## config.mk

```make
export PLATFORM = sky130hd
export DESIGN_NAME = bv_match_sched_flat
export DESIGN_NICKNAME = d
export VERILOG_FILES = /design/src/rtl/bv_match_sched_if.sv /design/src/rtl/bv_match_sched.sv /design/src/flat_wrapper.sv
export SDC_FILE = /design/constraint.sdc
export NUM_CORES = 1
export LEC_CHECK = 0
export ABC_AREA = 0
export BUFFER_PORTS_ARGS = -buffer_cell sky130_fd_sc_hd__buf_2
export CAP_MARGIN = 20
export CELL_PAD_IN_SITES_DETAIL_PLACEMENT = 1
export CELL_PAD_IN_SITES_GLOBAL_PLACEMENT = 2
export CORE_MARGIN = 5
export CORE_UTILIZATION = 40
export DETAILED_ROUTE_END_ITERATION = 10
export PLACE_DENSITY_LB_ADDON = 0.1
export SYNTH_ARGS = -nofsm -noshare
export SYNTH_HDL_FRONTEND = slang
export SYNTH_SLANG_ARGS = --single-unit
```

## constraint.sdc

```tcl
create_clock -name clk -period 4.05 [get_ports clk]
set_input_delay 1.215 -clock clk [delete_from_list [all_inputs] [get_ports clk]]
set_output_delay 1.215 -clock clk [all_outputs]
set_load 0.005 [all_outputs]
```

## src/rtl/bv_match_sched_if.sv

```systemverilog
// Bus bundle for bv_match_sched: priority-table config port, lookup request
// handshake and the result/status outputs.
//
// Lookup handshake: a request transfers on a rising clk edge where both
// lookup_valid and lookup_ready are high. The requester holds lookup_valid
// and lookup_bv stable until that edge. lookup_bv is sampled only on that
// edge. result_valid is a one-cycle pulse with no back-pressure, and the
// result fields hold their values until the next pulse.
interface bv_match_sched_if #(
  parameter int RULE_NUM = 64,
  parameter int PRIOR_W  = 8
);
  logic                cfg_wr;
  logic [7:0]          cfg_addr;
  logic [PRIOR_W-1:0]  cfg_data;
  logic                lookup_valid;
  logic [RULE_NUM-1:0] lookup_bv;
  logic                lookup_ready;
  logic                busy;
  logic                result_valid;
  logic                result_hit;
  logic [PRIOR_W-1:0]  result_prior;
  logic [7:0]          result_index;

  // Requester / configuration side
  modport master (
    output cfg_wr, cfg_addr, cfg_data, lookup_valid, lookup_bv,
    input  lookup_ready, busy, result_valid, result_hit, result_prior, result_index
  );

  // Scheduler side
  modport slave (
    input  cfg_wr, cfg_addr, cfg_data, lookup_valid, lookup_bv,
    output lookup_ready, busy, result_valid, result_hit, result_prior, result_index
  );
endinterface

```

## src/rtl/bv_match_sched.sv

```systemverilog
// bv_match_sched: sequential priority resolver. Walks a latched match vector
// one rule per cycle through a single comparator and reports the matching
// rule with the highest priority (lowest index wins on a tie).
module bv_match_sched #(
  parameter int RULE_NUM = 64,
  parameter int PRIOR_W  = 8
) (
  input  logic                clk,
  input  logic                rst_n,
  bv_match_sched_if.slave     bus,
  output logic [1:0]          state_dbg
);

  localparam int         IDX_W      = (RULE_NUM > 1) ? $clog2(RULE_NUM) : 1;
  localparam logic [8:0] RULE_NUM_L = 9'(RULE_NUM);
  localparam logic [7:0] LAST_IDX   = 8'(RULE_NUM - 1);

  typedef enum logic [1:0] {
    IDLE = 2'd0,
    SCAN = 2'd1,
    DONE = 2'd2
  } state_t;

  state_t              state_q, state_d;
  logic [RULE_NUM-1:0] bv_q, bv_d;
  logic [7:0]          scan_idx_q, scan_idx_d;
  logic                best_hit_q, best_hit_d;
  logic [PRIOR_W-1:0]  best_prior_q, best_prior_d;
  logic [7:0]          best_index_q, best_index_d;
  logic                res_hit_q, res_hit_d;
  logic [PRIOR_W-1:0]  res_prior_q, res_prior_d;
  logic [7:0]          res_index_q, res_index_d;
  logic [PRIOR_W-1:0]  tbl_q [RULE_NUM];
  logic [PRIOR_W-1:0]  tbl_d [RULE_NUM];

  // Shared compare stage: the entry currently addressed by scan_idx.
  // scan_idx never exceeds RULE_NUM-1, so the low bits address it fully.
  logic [IDX_W-1:0]    cur_idx;
  logic [PRIOR_W-1:0]  cur_prior;
  logic                cur_bit;
  logic                take;
  logic [IDX_W-1:0]    cfg_idx;
  logic                cfg_in_range;

  assign cur_idx      = scan_idx_q[IDX_W-1:0];
  assign cur_prior    = tbl_q[cur_idx];
  assign cur_bit      = bv_q[cur_idx];
  // Strict greater-than keeps the earlier (lower) index on equal priority.
  assign take         = cur_bit && (!best_hit_q || (cur_prior > best_prior_q));
  assign cfg_idx      = bus.cfg_addr[IDX_W-1:0];
  assign cfg_in_range = ({1'b0, bus.cfg_addr} < RULE_NUM_L);

  // Priority table update; writes are accepted in any state and the compare
  // in the same cycle still sees the old value.
  always_comb begin
    tbl_d = tbl_q;
    if (bus.cfg_wr && cfg_in_range) begin
      tbl_d[cfg_idx] = bus.cfg_data;
    end
  end

  // Next-state and datapath: accept in IDLE, walk one rule per cycle in SCAN,
  // publish the final best on the edge entering DONE.
  always_comb begin
    state_d      = state_q;
    bv_d         = bv_q;
    scan_idx_d   = scan_idx_q;
    best_hit_d   = best_hit_q;
    best_prior_d = best_prior_q;
    best_index_d = best_index_q;
    res_hit_d    = res_hit_q;
    res_prior_d  = res_prior_q;
    res_index_d  = res_index_q;

    case (state_q)
      IDLE: begin
        if (bus.lookup_valid) begin
          bv_d         = bus.lookup_bv;
          scan_idx_d   = '0;
          best_hit_d   = 1'b0;
          best_prior_d = '0;
          best_index_d = '0;
          state_d      = SCAN;
        end
      end
      SCAN: begin
        if (take) begin
          best_hit_d   = 1'b1;
          best_prior_d = cur_prior;
          best_index_d = scan_idx_q;
        end
        if (scan_idx_q == LAST_IDX) begin
          res_hit_d   = best_hit_d;
          res_prior_d = best_prior_d;
          res_index_d = best_index_d;
          state_d     = DONE;
        end else begin
          scan_idx_d = scan_idx_q + 8'd1;
        end
      end
      DONE: begin
        state_d = IDLE;
      end
      default: begin
        state_d = IDLE;
      end
    endcase
  end

  // State, scan and table registers; reset clears everything including the table.
  always_ff @(posedge clk or negedge rst_n) begin
    if (!rst_n) begin
      state_q      <= IDLE;
      bv_q         <= '0;
      scan_idx_q   <= '0;
      best_hit_q   <= 1'b0;
      best_prior_q <= '0;
      best_index_q <= '0;
      res_hit_q    <= 1'b0;
      res_prior_q  <= '0;
      res_index_q  <= '0;
      for (int i = 0; i < RULE_NUM; i++) begin
        tbl_q[i] <= '0;
      end
    end else begin
      state_q      <= state_d;
      bv_q         <= bv_d;
      scan_idx_q   <= scan_idx_d;
      best_hit_q   <= best_hit_d;
      best_prior_q <= best_prior_d;
      best_index_q <= best_index_d;
      res_hit_q    <= res_hit_d;
      res_prior_q  <= res_prior_d;
      res_index_q  <= res_index_d;
      tbl_q        <= tbl_d;
    end
  end

  assign bus.lookup_ready = (state_q == IDLE);
  assign bus.busy         = (state_q == SCAN);
  assign bus.result_valid = (state_q == DONE);
  assign bus.result_hit   = res_hit_q;
  assign bus.result_prior = res_prior_q;
  assign bus.result_index = res_index_q;
  assign state_dbg        = state_q;

endmodule
```

## src/flat_wrapper.sv

```systemverilog
// flat-port wrapper written by rule: the top's interface ports become plain ports
module bv_match_sched_flat 
#(
  parameter int RULE_NUM = 64,
  parameter int PRIOR_W  = 8
)
  (clk, rst_n, state_dbg, bus_cfg_wr, bus_cfg_addr, bus_cfg_data, bus_lookup_valid, bus_lookup_bv, bus_lookup_ready, bus_busy, bus_result_valid, bus_result_hit, bus_result_prior, bus_result_index);
  bv_match_sched_if #(.RULE_NUM(RULE_NUM), .PRIOR_W(PRIOR_W)) bus_i ();
  input  logic clk;
  input  logic rst_n;
  output logic [1:0] state_dbg;
  input wire logic [$bits(bus_i.cfg_wr)-1:0] bus_cfg_wr;
  input wire logic [$bits(bus_i.cfg_addr)-1:0] bus_cfg_addr;
  input wire logic [$bits(bus_i.cfg_data)-1:0] bus_cfg_data;
  input wire logic [$bits(bus_i.lookup_valid)-1:0] bus_lookup_valid;
  input wire logic [$bits(bus_i.lookup_bv)-1:0] bus_lookup_bv;
  output wire logic [$bits(bus_i.lookup_ready)-1:0] bus_lookup_ready;
  output wire logic [$bits(bus_i.busy)-1:0] bus_busy;
  output wire logic [$bits(bus_i.result_valid)-1:0] bus_result_valid;
  output wire logic [$bits(bus_i.result_hit)-1:0] bus_result_hit;
  output wire logic [$bits(bus_i.result_prior)-1:0] bus_result_prior;
  output wire logic [$bits(bus_i.result_index)-1:0] bus_result_index;
  assign bus_i.cfg_wr = bus_cfg_wr;
  assign bus_i.cfg_addr = bus_cfg_addr;
  assign bus_i.cfg_data = bus_cfg_data;
  assign bus_i.lookup_valid = bus_lookup_valid;
  assign bus_i.lookup_bv = bus_lookup_bv;
  assign bus_lookup_ready = bus_i.lookup_ready;
  assign bus_busy = bus_i.busy;
  assign bus_result_valid = bus_i.result_valid;
  assign bus_result_hit = bus_i.result_hit;
  assign bus_result_prior = bus_i.result_prior;
  assign bus_result_index = bus_i.result_index;
  bv_match_sched #(.RULE_NUM(RULE_NUM), .PRIOR_W(PRIOR_W)) u_core (.clk(clk), .rst_n(rst_n), .bus(bus_i), .state_dbg(state_dbg));
endmodule
```

==> reports/metrics.csv <==
metric,value,unit
status,finished with violations,
failing checks,negative setup slack,
Mapped Nets,2225,
"Hold Vio Cnt, Final",0,
area occupied by multi-input gates,12620,µm²
Sequential cell area,15520,µm²
vias in the first global route,20870,
CP dominant cell by count,buf_12,
Vias/cell,5.546,
post-route ant nets,0,
max-cap violations,0,
routed len/inst,26.36,µm
TritonCTS clock tree,yes,
Critical Setup Path Class,reg -> reg,
mean post-synth cell area,13.49,µm²
NumNets Final,2485,
type of the tightest min-delay check,reg -> reg,
Setup Skew,0.01631,ns
Setup crit end kind,flip-flop,
"Remaining Overflow, GRT",0,
Core ar.,71360,µm²
Unique masters post-synth,68,
RePlAce Congestion,0.8267,
CP max FO,15,
crit share post-route,1.009,
H-tree levels,3,
CP Cell Sequence,buf_12 -> buf_12 -> clkbuf_16 -> mux2i_1 -> a221oi_2 -> o21ai_1 -> buf_4 -> a22o_1 -> o21ai_2 -> ha_1 -> nand4_1 -> a21oi_1 -> a311o_1 -> and4_4 -> o21ai_4 -> buf_12 -> mux2_4,
Pwr Density,403.2,nW/µm²
# clock sinks,620,
Die W,278.1,µm
port bufs,105,
"Reg clk slew, reported paths",0.06,ns
Die H,278.1,µm
maximum VDD drop,0.2488,mV
FP Rows,98,
DR DRC count,0,
Die ar.,77340,µm²
clock buffer depth,3,
Critical Path RT,4.53,ns
I/O pins,106,
"commonest non-fill, non-tap cells in the layout","617 x dfrtp_1, 518 x mux2_2, 299 x nand2_1",
largest net degree at the start of global routing,81,
worst path bufs/invs,5,
Worst R2R Path Depth,17,
WHS,0.4662,ns
clock root buffer,clkbuf_16,
synthesized cell area,28750,µm²
CP peak stage delay,0.51,ns
Final TNS setup,-0.2358,ns
first-pass GRT wire length,136.1,mm
fraction of registers with async set/reset,1.000,
Syn Inst Count,2132,
Post-CTS Hold Fix Bufs,0,
#FFs+latches synth,620,
"Top FF cell, synth",dfrtp_1,
Synth warnings,0,
Worst slew margin,0.3667,
CP Depth,17,
RSZ-0062 raised after global routing,true,
overall global routing resource usage,0.2298,
via total after detailed routing,18860,
family with the most delay on the worst path,compound AO/OA/AOI/OAI gates,
antenna violations before repair,2,
final setup fails,10,
filler cell count,7167,
Max Freq,244.7,MHz
Tmin final,4.086,ns
Pwr Total,13.95,mW
clock insertion delay at the later pin of the skew report,0.61,ns
"Arr. time, crit path",4.57,ns
First-pass DRT Iterations,5,
number of flops mapped to enable cells by yosys,0,
Max Slew Vio Count,0,
Num CTS Buffers,73,
share of cells above drive strength 1,0.4583,
hold path depth,2,
Tightest Pin Transition,0.9499,ns
dpl hpwl,59.67,mm
Post-Route WL,89.62,mm
Synth-to-Final Area Change,20.33,%
final core utilization,0.4848,
"commonest non-fill, non-tap cell in the layout",dfrtp_1,
DR iter-0 viols,1221,
crit start category,flip-flop,
Leakage,16.60,nW
final setup margin,-0.03598,ns
CP max-delay cell,dfrtp_4,
post-synthesis sequential area ratio,0.5396,
Initial Utilization,0.4029,
-- tightest hold or removal path, delay by kind of cell, from the launching register on --
kind / cells / cell delay (ns)
DFF: 1 / 0.34
and+or+nand+nor: 2 / 0.10
-- power breakdown --
part | switching (mW) | leakage [nW] | internal (mW) | total (mW)
Clock | 2.62 | 1.18 | 3.98 | 6.60
Combinational | 0.430 | 6.93 | 0.353 | 0.783
Sequential | 0.125 | 8.50 | 6.44 | 6.56
-- kinds of logic after synthesis --
kind of cell / count (synthesis) / synth area share
multiplexers: 730 / 0.3186
flip-flops: 620 / 0.5396
AND/OR/NAND/NOR: 423 / 0.06171
AO/OA/AOI/OAI: 173 / 0.04430
buffers and inverters: 171 / 0.03003
adder cells (fa/ha/maj): 9 / 0.003917
XOR/XNOR: 6 / 0.001828
-- cell usage after synthesis, drive strengths merged (2+ instances only) --
cell	instances	area, µm²
nand3b	4	30.03
nor2	54	202.7
buf	66	469.2
nor3	11	60.06
o21a	2	15.01
or2	4	25.03
o211ai	15	112.6
xor2	3	26.28
and4	2	17.52
o22ai	7	43.79
and3	2	12.51
a21o	3	22.52
o221ai	17	148.9
a22oi	16	120.1
o21ai	27	146.4
a221oi	24	210.2
ha	9	112.6
xnor2	3	26.28
a21oi	32	160.2
a2111oi	3	26.28
inv	19	71.31
clkbuf	85	319.1
nor2b	8	52.55
o31ai	4	30.03
nand2b	7	43.79
dfrtp	620	15510
nor4	3	31.28
or3b	2	17.52
nand4	5	31.28
a22o	5	43.79
and2	6	40.04
mux4	94	2132
o311ai	6	82.58
a311oi	2	17.52
a211oi	4	40.03
nand2	300	1126
nand3	12	60.06
mux2i	111	1111
mux2	525	5916
-- worst paths after layout --
kind / slack (ns) / from / end
max in group asynchronous: 2.45 / rst_n / u_core.tbl_q[410]
worst max register to register: -0.04 / u_core.scan_idx_q[0] / u_core.best_prior_q[7]
worst min-delay path: 0.47 / u_core.bus.result_index[2] / u_core.bus.result_index[2]
worst min register to register: 0.47 / u_core.bus.result_index[2] / u_core.bus.result_index[2]
worst max-delay path: -0.04 / u_core.scan_idx_q[0] / u_core.best_prior_q[7]
min in group asynchronous: 0.64 / rst_n / u_core.tbl_q[182]
-- flip-flops by register name, summed over array words and instances (netlist names) --
| register | flops |
|---|---|
| u_core.best_index_q | 8 |
| u_core.state_dbg | 2 |
| u_core.tbl_q | 512 |
| u_core.best_hit_q | 1 |
| u_core.best_prior_q | 8 |
| u_core.bus.result_prior | 8 |
| u_core.bus.result_index | 8 |
| u_core.scan_idx_q | 8 |
| u_core.bus.result_hit | 1 |
| u_core.bv_q | 64 |
-- metrics by stage --
| step | setup slack [ns] | cell area [µm²] | instances |
|---|---|---|---|
| 2_1_floorplan | 0.0007434 | 28760 | 2132 |
| 3_3_place_gp | -0.5227 | 31540 | 3239 |
| 3_5_place_dp | -0.6227 | 31540 | 3239 |
| 4_1_cts | 0.0006808 | 34250 | 3384 |
| 5_1_grt | -0.1149 | 34590 | 3398 |
| 6_report | -0.03598 | 34590 | 3400 |
-- final cells by class --
type / instances / area share
flip-flops and latches: 620 / 0.4487
multi-input cells: 1341 / 0.3647
repair buffers: 336 / 0.08062
clock buffers: 113 / 0.06337
well taps: 950 / 0.03436
clock inverters: 18 / 0.005895
inverters: 20 / 0.002170
diodes: 2 / 0.0001447
-- routing by layer --
layer | vias up | share of wire | track usage
met5 | - | 0.000078 | 0
met4 | 2 | 0.024 | 0.05972
met3 | 112 | 0.039 | 0.03389
met2 | 343 | 0.48 | 0.3706
met1 | 10150 | 0.46 | 0.3296
li1 | 8249 | - | -
-- what timing repair did --
item | CTS | global route
cloned | 2 | 2
pin swaps | 6 | 12
gates resized for setup | 41 | 42
buffers inserted | 12 | 12
setup endpoints to repair | 32 | 32
Power figures use the tool's default switching activity.
